<file path="src/rtl/matrix_result_streamer.sv">
// ---------------------------------------------------------------------------
// matrix_result_streamer
//
// Purpose:
//   Consumer end of the systolic matrix multiplier's start/done/result_c
//   interface. When the multiplier pulses done_in, the whole packed result
//   bus is copied into a local buffer. The buffer is then streamed out one
//   element per beat, in row-major order, over a valid/ready interface.
//   Each beat carries the element's row/column and a last-element flag.
//
// Parameters:
//   RESULT_WIDTH  width of one two's complement result element
//   M             rows of result matrix C
//   P             columns of result matrix C
//
// Ports:
//   clk          single rising-edge clock
//   rst          asynchronous, active-low reset
//   done_in      one-cycle pulse; result_c is valid in that cycle
//   result_c     packed results, C[i][j] at [(i*P+j)*RESULT_WIDTH +: RESULT_WIDTH]
//   out_data     current element (registered)
//   out_valid    out_data/out_row/out_col/out_last are valid
//   out_ready    consumer accepts the beat when out_valid && out_ready
//   out_row      row index of the current element
//   out_col      column index of the current element
//   out_last     high on the final element of a frame
//   busy         high while a frame is buffered or streaming
//   overrun      sticky flag; a done_in pulse arrived mid-frame and was dropped
//   frame_count  frames fully streamed, wraps 255 -> 0
// ---------------------------------------------------------------------------
module matrix_result_streamer #(
  parameter int RESULT_WIDTH = 16,
  parameter int M            = 8,
  parameter int P            = 8
) (
  input  logic                                 clk,
  input  logic                                 rst,
  input  logic                                 done_in,
  input  logic [M*P*RESULT_WIDTH-1:0]          result_c,
  output logic [RESULT_WIDTH-1:0]              out_data,
  output logic                                 out_valid,
  input  logic                                 out_ready,
  output logic [((M > 1) ? $clog2(M) : 1)-1:0] out_row,
  output logic [((P > 1) ? $clog2(P) : 1)-1:0] out_col,
  output logic                                 out_last,
  output logic                                 busy,
  output logic                                 overrun,
  output logic [7:0]                           frame_count
);

  localparam int N     = M * P;
  localparam int IDX_W = (N > 1) ? $clog2(N) : 1;
  localparam int ROW_W = (M > 1) ? $clog2(M) : 1;
  localparam int COL_W = (P > 1) ? $clog2(P) : 1;

  localparam logic [IDX_W-1:0] LAST_IDX = IDX_W'(N - 1);
  localparam logic [COL_W-1:0] LAST_COL = COL_W'(P - 1);

  typedef enum logic {
    IDLE,
    STREAM
  } state_t;

  state_t state;
  state_t next_state;

  logic [RESULT_WIDTH-1:0] buffer [N];
  logic [IDX_W-1:0]        idx;
  logic [IDX_W-1:0]        idx_next;

  logic handshake;
  logic at_last;
  logic capture;
  logic advance;
  logic frame_done;
  logic drop;

  assign handshake = out_valid && out_ready;
  assign at_last   = (idx == LAST_IDX);
  assign idx_next  = idx + 1'b1;

  // State register for the capture/stream controller.
  always_ff @(posedge clk or negedge rst) begin
    if (!rst) begin
      state <= IDLE;
    end else begin
      state <= next_state;
    end
  end

  // Next-state and control decode.
  // A done_in pulse is only honoured when the buffer is free: either in IDLE,
  // or on the very handshake that retires the last element of the current
  // frame (back-to-back capture with no bubble). Any other done_in while
  // streaming would clobber a frame that is still being read, so it is
  // dropped and flagged instead.
  always_comb begin
    next_state = state;
    capture    = 1'b0;
    advance    = 1'b0;
    frame_done = 1'b0;
    drop       = 1'b0;
    case (state)
      IDLE: begin
        if (done_in) begin
          capture    = 1'b1;
          next_state = STREAM;
        end
      end
      STREAM: begin
        if (handshake && at_last) begin
          frame_done = 1'b1;
          if (done_in) begin
            capture = 1'b1;
          end else begin
            next_state = IDLE;
          end
        end else begin
          if (handshake) begin
            advance = 1'b1;
          end
          if (done_in) begin
            drop = 1'b1;
          end
        end
      end
      default: begin
        next_state = IDLE;
      end
    endcase
  end

  // Frame buffer. Its contents are don't-care after reset, so it carries no
  // reset and is written only in a capture cycle; result_c is ignored at all
  // other times.
  always_ff @(posedge clk) begin
    if (capture) begin
      for (int k = 0; k < N; k++) begin
        buffer[k] <= result_c[k*RESULT_WIDTH +: RESULT_WIDTH];
      end
    end
  end

  // Registered output beat.
  // Element 0 is taken straight from result_c on capture because the buffer
  // only holds the new frame from the following cycle. Row and column are
  // tracked as a wrapping counter pair rather than derived by divide/modulo.
  // When neither capture nor advance fires (for example a stall), every beat
  // register holds, so a stalled beat never changes.
  always_ff @(posedge clk or negedge rst) begin
    if (!rst) begin
      idx       <= '0;
      out_data  <= '0;
      out_row   <= '0;
      out_col   <= '0;
      out_last  <= 1'b0;
      out_valid <= 1'b0;
      busy      <= 1'b0;
    end else begin
      if (capture) begin
        idx       <= '0;
        out_data  <= result_c[RESULT_WIDTH-1:0];
        out_row   <= '0;
        out_col   <= '0;
        out_last  <= (N == 1);
        out_valid <= 1'b1;
        busy      <= 1'b1;
      end else if (advance) begin
        idx      <= idx_next;
        out_data <= buffer[idx_next];
        out_last <= (idx_next == LAST_IDX);
        if (out_col == LAST_COL) begin
          out_col <= '0;
          out_row <= out_row + 1'b1;
        end else begin
          out_col <= out_col + 1'b1;
        end
      end else if (frame_done) begin
        out_valid <= 1'b0;
        busy      <= 1'b0;
        out_last  <= 1'b0;
      end
    end
  end

  // Frame counter and sticky overrun flag. A frame counts only once its last
  // element has been accepted, so a reset mid-frame never bumps the count.
  always_ff @(posedge clk or negedge rst) begin
    if (!rst) begin
      frame_count <= '0;
      overrun     <= 1'b0;
    end else begin
      if (frame_done) begin
        frame_count <= frame_count + 8'd1;
      end
      if (drop) begin
        overrun <= 1'b1;
      end
    end
  end

endmodule

</file>
<file path="config.mk">
export PLATFORM = sky130hd
export DESIGN_NAME = matrix_result_streamer
export DESIGN_NICKNAME = d
export VERILOG_FILES = /design/src/rtl/matrix_result_streamer.sv
export SDC_FILE = /design/constraint.sdc
export NUM_CORES = 1
export LEC_CHECK = 0
export ABC_AREA = 1
export BUFFER_PORTS_ARGS = -buffer_cell sky130_fd_sc_hd__buf_2
export CAP_MARGIN = 20
export CORE_AREA = 2 2 418 420
export DETAILED_ROUTE_END_ITERATION = 16
export DIE_AREA = 0 0 420 422
export SETUP_SLACK_MARGIN = 0.3
export SLEW_MARGIN = 40
export SYNTH_ARGS = -nofsm -noshare
export SYNTH_HDL_FRONTEND = slang
export SYNTH_SLANG_ARGS = --single-unit
</file>
<file path="constraint.sdc">
create_clock -name clk -period 20.6 [get_ports clk]
set_clock_uncertainty 0.15 [all_clocks]
set_input_delay 4.12 -clock clk [delete_from_list [all_inputs] [get_ports clk]]
set_output_delay 4.12 -clock clk [all_outputs]
set_load 0.005 [all_outputs]
</file>
# Word level (Yosys, flattened, before mapping)
# Memories as Yosys holds them, arrays and structs flattened.
# Index checks and enable logic that the tools add are counted.
# totals
word_cells	56
register_bits	40
inputBits	1028
mem_bits_rw	1024
memories	1
output_inout_bits	34
# op_classes
n_addsub	4
bitwise	1
muxes	29
eq_ne	4
n_reduce_logical	8
# mem_list
name	words	word_bits	read_ports	rd_ports_with_merged_regs	write_ports	line	source
buffer	64	16	1	0	64	67	logic [RESULT_WIDTH-1:0] buffer [N];
# op_table
op	count
2-to-1 mux 16 bit	2
2-to-1 mux 3 bit	6
2-to-1 mux 1 bit	17
== test 6 bit (second input constant)	2
2-to-1 mux 6 bit	2
adder 8 x 1 -> 8 bit (second input constant)	1
adder 3 x 1 -> 3 bit (second input constant)	2
adder 6 x 1 -> 6 bit (second input constant)	1
nonzero test 2 bit	3
one-hot mux 1 bit (2 select lines)	2
AND reduction 2 bit	2
== test 3 bit (second input constant)	1
nonzero test 3 bit	1
logical AND 1 bit	2
inequality test 2 bit (second input constant)	1
inverter 1 bit	1

# Depth between registers and ports, before layout
# Gate-level depths: netlist of the first run.
# depth
ltp_word	7
depth_mapped	18
ltp_nobuf	13

# Worst setup path after synthesis of the first run
# Ideal clock, no wire load.
# synth_path
path_type	input to register
from	in out_ready
to	reg out_data[11]
t_required_ns	20.385
t_arrival_ns	25.482
setup_ns	0.065
n_path_buf	1
cell_stages	9
path_slack_ns	-5.097
path_cell_list	nand3_1 > nand2_1 > nand2_2 > inv_1 > nor2_2 > buf_2 > nand2_1 > nand3_1 > nand2_1
# synth_via
elab_chain_cells	5
word_cells_on_any_way	9
cone_classes	mux (6); reduce/logical (3)
# synth_lines
item	line	source
from (decl)	42	input logic out_ready,
logical AND 1 bit (*)	78	assign handshake = out_valid && out_ready;
logical AND 1 bit (*)	111	if (handshake && at_last) begin
2-to-1 mux 1 bit (*)	111	
one-hot mux 1 bit (2 select lines) (*)	103	case (state)
via capture	73	logic capture;
2-to-1 mux 16 bit or nonzero test 2 bit (tied branches)	--	
to (signal assigned)	162	out_data <= result_c[RESULT_WIDTH-1:0];
to (signal assigned)	170	out_data <= buffer[idx_next];
to (decl)	40	output logic [RESULT_WIDTH-1:0] out_data,
# Mark *: on every way through the listed nets, which the timed path passes. The rest lies on a longest branch.
# A chain may end at the register's enable or synchronous reset.

==> results of run 1 <==
[area by class of cell]
cell class              instances  area (sq um)
flip-flops and latches       1064         31800
clock inverters                72           793
inverters                     141           551
well taps                    2325          2910
clock buffers                 145          3080
fillers                     17584        118000
multi-input cells            2089          9580
repair buffers               1110          5930
diodes                         60           150
[registers in the layout, indices dropped and copies added, names as in the netlist]
name / count
buffer: 1024
out_data: 16
frame_count: 8
idx: 6
out_col: 3
out_row: 3
busy: 1
out_last: 1
overrun: 1
state: 1
[cell usage in the layout (no fill, tap or decap), types with 104 or more instances in the layout]
master | Yosys | routed
buf_2 | 78 | 1061
edfxtp_1 | 1024 | 1024
nor2_1 | 768 | 768
nand3_1 | 448 | 448
o21ai_0 | 307 | 303
nand2_1 | 284 | 282
inv_1 | 137 | 134
o21ai_1 | 130 | 134
clkbuf_16 | 0 | 119
o211ai_1 | 104 | 104
[critical path, cell delays in order]
cell and delay, ps:
buf_2 90, nand3_1 90, nand2_2 100, nand2_2 320, clkinvlp_4 170, buf_4 590
buf_12 320, buf_6 580, buf_6 610
[worst paths after layout]
| check | slack [ps] | endpoint | startpoint | cells past startpoint |
|---|---|---|---|---|
| hold reg to reg | 330 | out_data[12] | out_data[12] | 2 |
| min in group asynchronous | 3310 | frame_count[3] | rst | 2 |
| max in group asynchronous | 16510 | idx[0] | rst | 2 |
| hold / removal | 330 | out_data[12] | out_data[12] | 2 |
| setup reg to reg | 15410 | out_data[13] | idx[0] | 15 |
| setup / recovery | 13600 | buffer[11][10] | out_ready | 9 |
[per-stage QoR]
step / hold WS, ps / utilization [%] / setup slack (ps) / cell area (sq um) / std cells
global route: 351 / 31.6 / 13460 / 54700 / 6986
detailed placement: 316 / 29.3 / 12590 / 50600 / 6726
global placement: 318 / 29.2 / 11890 / 50500 / 6720
CTS: 333 / 31.5 / 13460 / 54500 / 6943
finish: 329 / 31.7 / 13600 / 54700 / 7006
floorplan: 318 / - / 269 / 43000 / 3521
[cells by family (layout without fill, tap and decap cells)]
| logic type | count (synthesis) | count (layout) | share of synthesized area, % |
|---|---|---|---|
| buf+inv | 368 | 1468 | 4.09 |
| flops | 1064 | 1064 | 73.8 |
| simple gates | 1509 | 1509 | 14.5 |
| other cells | 0 | 60 | 0 |
| fa+ha+maj | 6 | 6 | 0.174 |
| xor+xnor | 11 | 11 | 0.241 |
| compound gates | 563 | 563 | 7.19 |
[metal layers]
metal | up-vias | routed length [microns]
li1 | 14596 | -
met1 | 15689 | 67800
met2 | 1542 | 87500
met3 | 372 | 12400
met4 | 30 | 8390
met5 | - | 161
[where the power goes]
group	internal, mW	total, mW	switching, mW
Combinational	0.705	2.61	1.91
Clock	1.25	2.15	0.904
Sequential	2.40	2.42	0.0259
Total	4.35	7.18	2.84
==> run metrics, run 1 <==
CTS buffer count=118; # setup viols final=0; library cells used by synthesis=31; Die Y-Extent=422 microns; outcome=finished clean; # rows=roughly 150; die area=177000 sq um; HPWL after DPL=128000 microns; layout cells sized above 1=28.1%; I/O pin count=1062; first-pass GRT wire length=237000 microns; min Tclk post-route=around 7000 ps; Post-route DRC=0; Worst Tran Pin Value=848 ps; WL/cell=between 20 and 30 microns; Leak=20.6 nW; # clock sinks=1064; Pwr per Cell Area=131 nW/um^2; total power=around 7.2 mW; Max VDD drop=0.107 mV; post-synthesis sequential area ratio=73.8%; routed wire length=approximately 180000 microns; GR Overflow Total=0; die width=420 microns; met3 Use GR=around 3.8%; H-tree depth reported by CTS=3; post-CTS sizing=0; required time worst endpoint=20830 ps; initial antenna violation count=86; Max-Cap Viols=0; post-route ant nets=0; mapped cell area=43000 sq um; met2 global-route usage=32.6%; setup bufs post-CTS=0; Yosys warning count=0; Setup CP Type=input pin to register; RSZ-0062 raised after global routing=no; vias in the first global route=30890; DRT iter0 DRCs=~3400; vias=around 32000; clock latency on the worst-skew pair=750 ps; nets@finish=between 5000 and 6000; Clock Tree Root=clkbuf_16; Synth top area share=71.5%; setup TNS=0 ps; gr busiest metal=met2; FMAX=143 MHz; clock buffer depth=3; Synth async-reset ratio=3.76%; Synth Instances=3521; syn_area_per_cell=roughly 12 sq um; # hold bufs at CTS=0; Layout area overhead=27.2%; Post-synth EDFFs=1024; final count of pins violating max slew=0; Synth area leaders=edfxtp_1, nor2_1, nand3_1; crit path launch type=input pin; All-Layer GR Usage=19.1%; worst hold-check path type=register to register; GPL Wtd Cong=0.890; Fin. Hold Viols=0; CP max FO=77; Reg clk slew, reported paths=60 ps; max_slew headroom=43.4%; Critical Path End Type=register; dominant cell type by area after synthesis=edfxtp_1; final critical-path share of the clock period=34.0%; Data arrival, critical path=approximately 7200 ps; PortBufs=about 1100; vias per cell=4.60; Seq cells post-synth=1064; syn nets=4555; commonest register cell after synthesis=edfxtp_1; drt pass-1 iters=6; most common cell in the synthesized netlist=edfxtp_1; TritonCTS clock tree=yes; largest net degree at the start of global routing=about 180; initial core utilization=between 20% and 30%; Core Box Area=173000 sq um; synth cell count leaders=edfxtp_1, nor2_1, nand3_1; grt met1 use=a little under a quarter
Note: power is estimated with default switching activity, not from simulation.
==> inputs of run 2 (changes only) <==
--- a/config.mk
+++ b/config.mk
@@ -8,9 +8,9 @@
 export ABC_AREA = 1
 export BUFFER_PORTS_ARGS = -buffer_cell sky130_fd_sc_hd__buf_2
 export CAP_MARGIN = 20
-export CORE_AREA = 2 2 418 420
+export CORE_AREA = 2 2 410 412
 export DETAILED_ROUTE_END_ITERATION = 16
-export DIE_AREA = 0 0 420 422
+export DIE_AREA = 0 0 412 414
 export SETUP_SLACK_MARGIN = 0.3
 export SLEW_MARGIN = 40
 export SYNTH_ARGS = -nofsm -noshare
==> constraint.sdc (replaced) <==
create_clock -name clk -period 6.9 [get_ports clk]
set_clock_uncertainty 0.15 [all_clocks]
set_input_delay 1.38 -clock clk [delete_from_list [all_inputs] [get_ports clk]]
set_output_delay 1.38 -clock clk [all_outputs]
set_load 0.005 [all_outputs]
==> run metrics, run 2 (same netlist as run 1, synthesis figures left out) <==
outcome=finished clean (unchanged); reg-to-reg setup timing slack=2550 ps (was 15410 ps); Buf/Inv on CP=4 (was 6); Critical Path End Type=register (unchanged); Max stage delay on crit path=910 ps (was 610 ps); biggest regs=buffer: 1024 flops, out_data: 16 flops, frame_count: 8 flops (unchanged); H-tree depth reported by CTS=3 (unchanged); vias in the first global route=31432 (was 30890); die area=171000 sq um (was 177000 sq um); # clock sinks=1064 (unchanged); layout cells sized above 1=28.0% (was 28.1%); I/O pin count=1062 (unchanged); Crit path top cell by count=nand3_1; final count of pins violating max slew=0 (unchanged); Clock Tree Root=clkbuf_16 (unchanged); hold path cells=2 (unchanged); routed wire length=183000 microns (was 176000 microns); Core Box Area=166000 sq um (was 173000 sq um); clock latency on the worst-skew pair=770 ps (was 750 ps); vias per cell=4.70 (was 4.60); Register-to-Register Path Depth=14 (was 15); post-CTS sizing=0 (unchanged); Post-route DRC=0 (unchanged); vias=32368 (was 32229); dpl cell area=50600 sq um (about the same); HP Start=out_data[10] (was out_data[12]); Leak=20.5 nW (was 20.6 nW); final critical-path share of the clock period=63.1%; CP max stage cell=dfrtp_4 (was buf_6); Pwr per Cell Area=399 nW/um^2 (was 131 nW/um^2); Fill cells=16832 (was 17584); Die Y-Extent=414 microns (was 422 microns); drt pass-1 iters=6 (unchanged); # setup viols final=0 (unchanged); All-Layer GR Usage=20.8% (was 19.1%); RSZ-0062 raised after global routing=no (unchanged); Layout area overhead=26.5% (was 27.2%); die width=412 microns (was 420 microns); TritonCTS clock tree=yes (unchanged); Reg clk slew, reported paths=60 ps (about the same); initial antenna violation count=103 (was 86); Reg with most FFs=buffer (unchanged); nets@finish=5551 (was 5558); Max-Cap Viols=0 (unchanged); GPL Wtd Cong=0.896 (was 0.890); largest net degree at the start of global routing=167 (was 182); FF+latch area=31800 sq um (unchanged); Setup CP Type=register to register (was input pin to register); Data arrival, critical path=4870 ps (was 7230 ps); first-pass GRT wire length=245000 microns (was 237000 microns); # hold bufs at CTS=0 (unchanged); crit path launch type=register (was input pin); initial core utilization=25.9% (was 24.9%); R2R Path End=out_data[1] (was out_data[13]); cell family with most CP delay=buffers and inverters (unchanged); R2R Path Start=idx[0] (unchanged); Worst Tran Pin Value=990 ps (was 848 ps); Hold Crit Endpoint=out_data[10] (was out_data[12]); most frequent cells in the layout=buf_2, edfxtp_1, nor2_1 (unchanged); max_slew headroom=34.0% (was 43.4%); clock buffer depth=3 (unchanged); area of the multi-input gates=9590 sq um (was 9580 sq um); Finished Core Util=32.7% (was 31.7%); Largest register FFs=1024 (unchanged); min Tclk post-route=4350 ps; Fin. Hold Viols=0 (unchanged); CP cell instances=inv_8, ha_4, inv_8, buf_12, buf_4, nor2_1, o21ai_0, nand3_1, nand3_1, nand3_1, nand2_1, nand2_1, nand3_1, nand2_1 (was buf_2, nand3_1, nand2_2, nand2_2, clkinvlp_4, buf_4, buf_12, buf_6, buf_6); fin area=54400 sq um (was 54700 sq um); FMAX=230 MHz; post-route ant nets=0 (unchanged); worst hold-check path type=register to register (unchanged); CP max FO=96 (was 77); commonest non-fill, non-tap cell in the layout=buf_2 (unchanged); Max VDD drop=0.451 mV (was 0.107 mV); # rows=150 (was 153); HPWL after DPL=135000 microns (was 128000 microns); setup bufs post-CTS=0 (unchanged); WL/cell=26.6 microns (was 25.2 microns); CTS buffer count=116 (was 118); DRT iter0 DRCs=3477 (was 3446); setup TNS=0 ps (unchanged); PortBufs=1061 (unchanged); required time worst endpoint=7410 ps (was 20830 ps); GR Overflow Total=0 (unchanged)
## run 2: how the worst max path moves through the flow
stage	from	to	slack (ps)	cells past startpoint
2_1_floorplan	out_ready	buffer[0][0]	-10690	4
3_3_place_gp	idx[0]	out_col[2]	1950	12
3_5_place_dp	idx[0]	out_data[1]	2290	14
4_1_cts	idx[0]	out_data[1]	2310	14
5_1_grt	idx[0]	out_data[10]	2190	13
6_report	idx[0]	out_data[1]	2550	14
## run 2: tightest hold or removal path, cell delays in order, from the launching register on
cell	delay, ps
dfrtp_1	340
nand2_1	60
nand2_1	50
## run 2: layout make-up
class / count / share of cell area, %
inverter: 141 / 1.01
tap: 2204 / 5.07
sequential: 1064 / 58.3
clock inverter: 77 / 1.24
antenna: 63 / 0.290
clock buffer: 140 / 5.54
timing repair buffer: 1105 / 10.9
multi-input combinational: 2089 / 17.6
## run 2: power by group
part / internal [mW] / total (mW) / leakage [nW] / switching [mW]
sequential: 7.15 / 7.26 / 9.70 / 0.113
clock: 3.45 / 6.18 / 1.79 / 2.72
combinational: 2.16 / 8.28 / 9.01 / 6.12
total: 12.8 / 21.7 / 20.5 / 8.95
## run 2: per-layer routing
| metal | part of all wire [%] | GRT usage [%] | vias to the layer above |
|---|---|---|---|
| met2 | 48 | 34.1 | 1526 |
| met5 | 0.16 | 0 | - |
| met4 | 3.4 | 8.08 | 44 |
| met3 | 8.1 | 4.95 | 320 |
| met1 | 40 | 26.3 | 15881 |
| li1 | - | - | 14597 |
## run 2: metrics by stage
| step | std cells | total power [mW] | setup WS (ps) | hold slack, ps |
|---|---|---|---|---|
| 2_1_floorplan | 3521 | 11.6 | -10690 | 318 |
| 3_3_place_gp | 6602 | 16.0 | 1950 | 314 |
| 3_5_place_dp | 6602 | 16.0 | 2290 | 311 |
| 4_1_cts | 6819 | 22.2 | 2310 | 331 |
| 5_1_grt | 6862 | 22.9 | 2190 | 358 |
| 6_report | 6883 | 21.7 | 2550 | 330 |
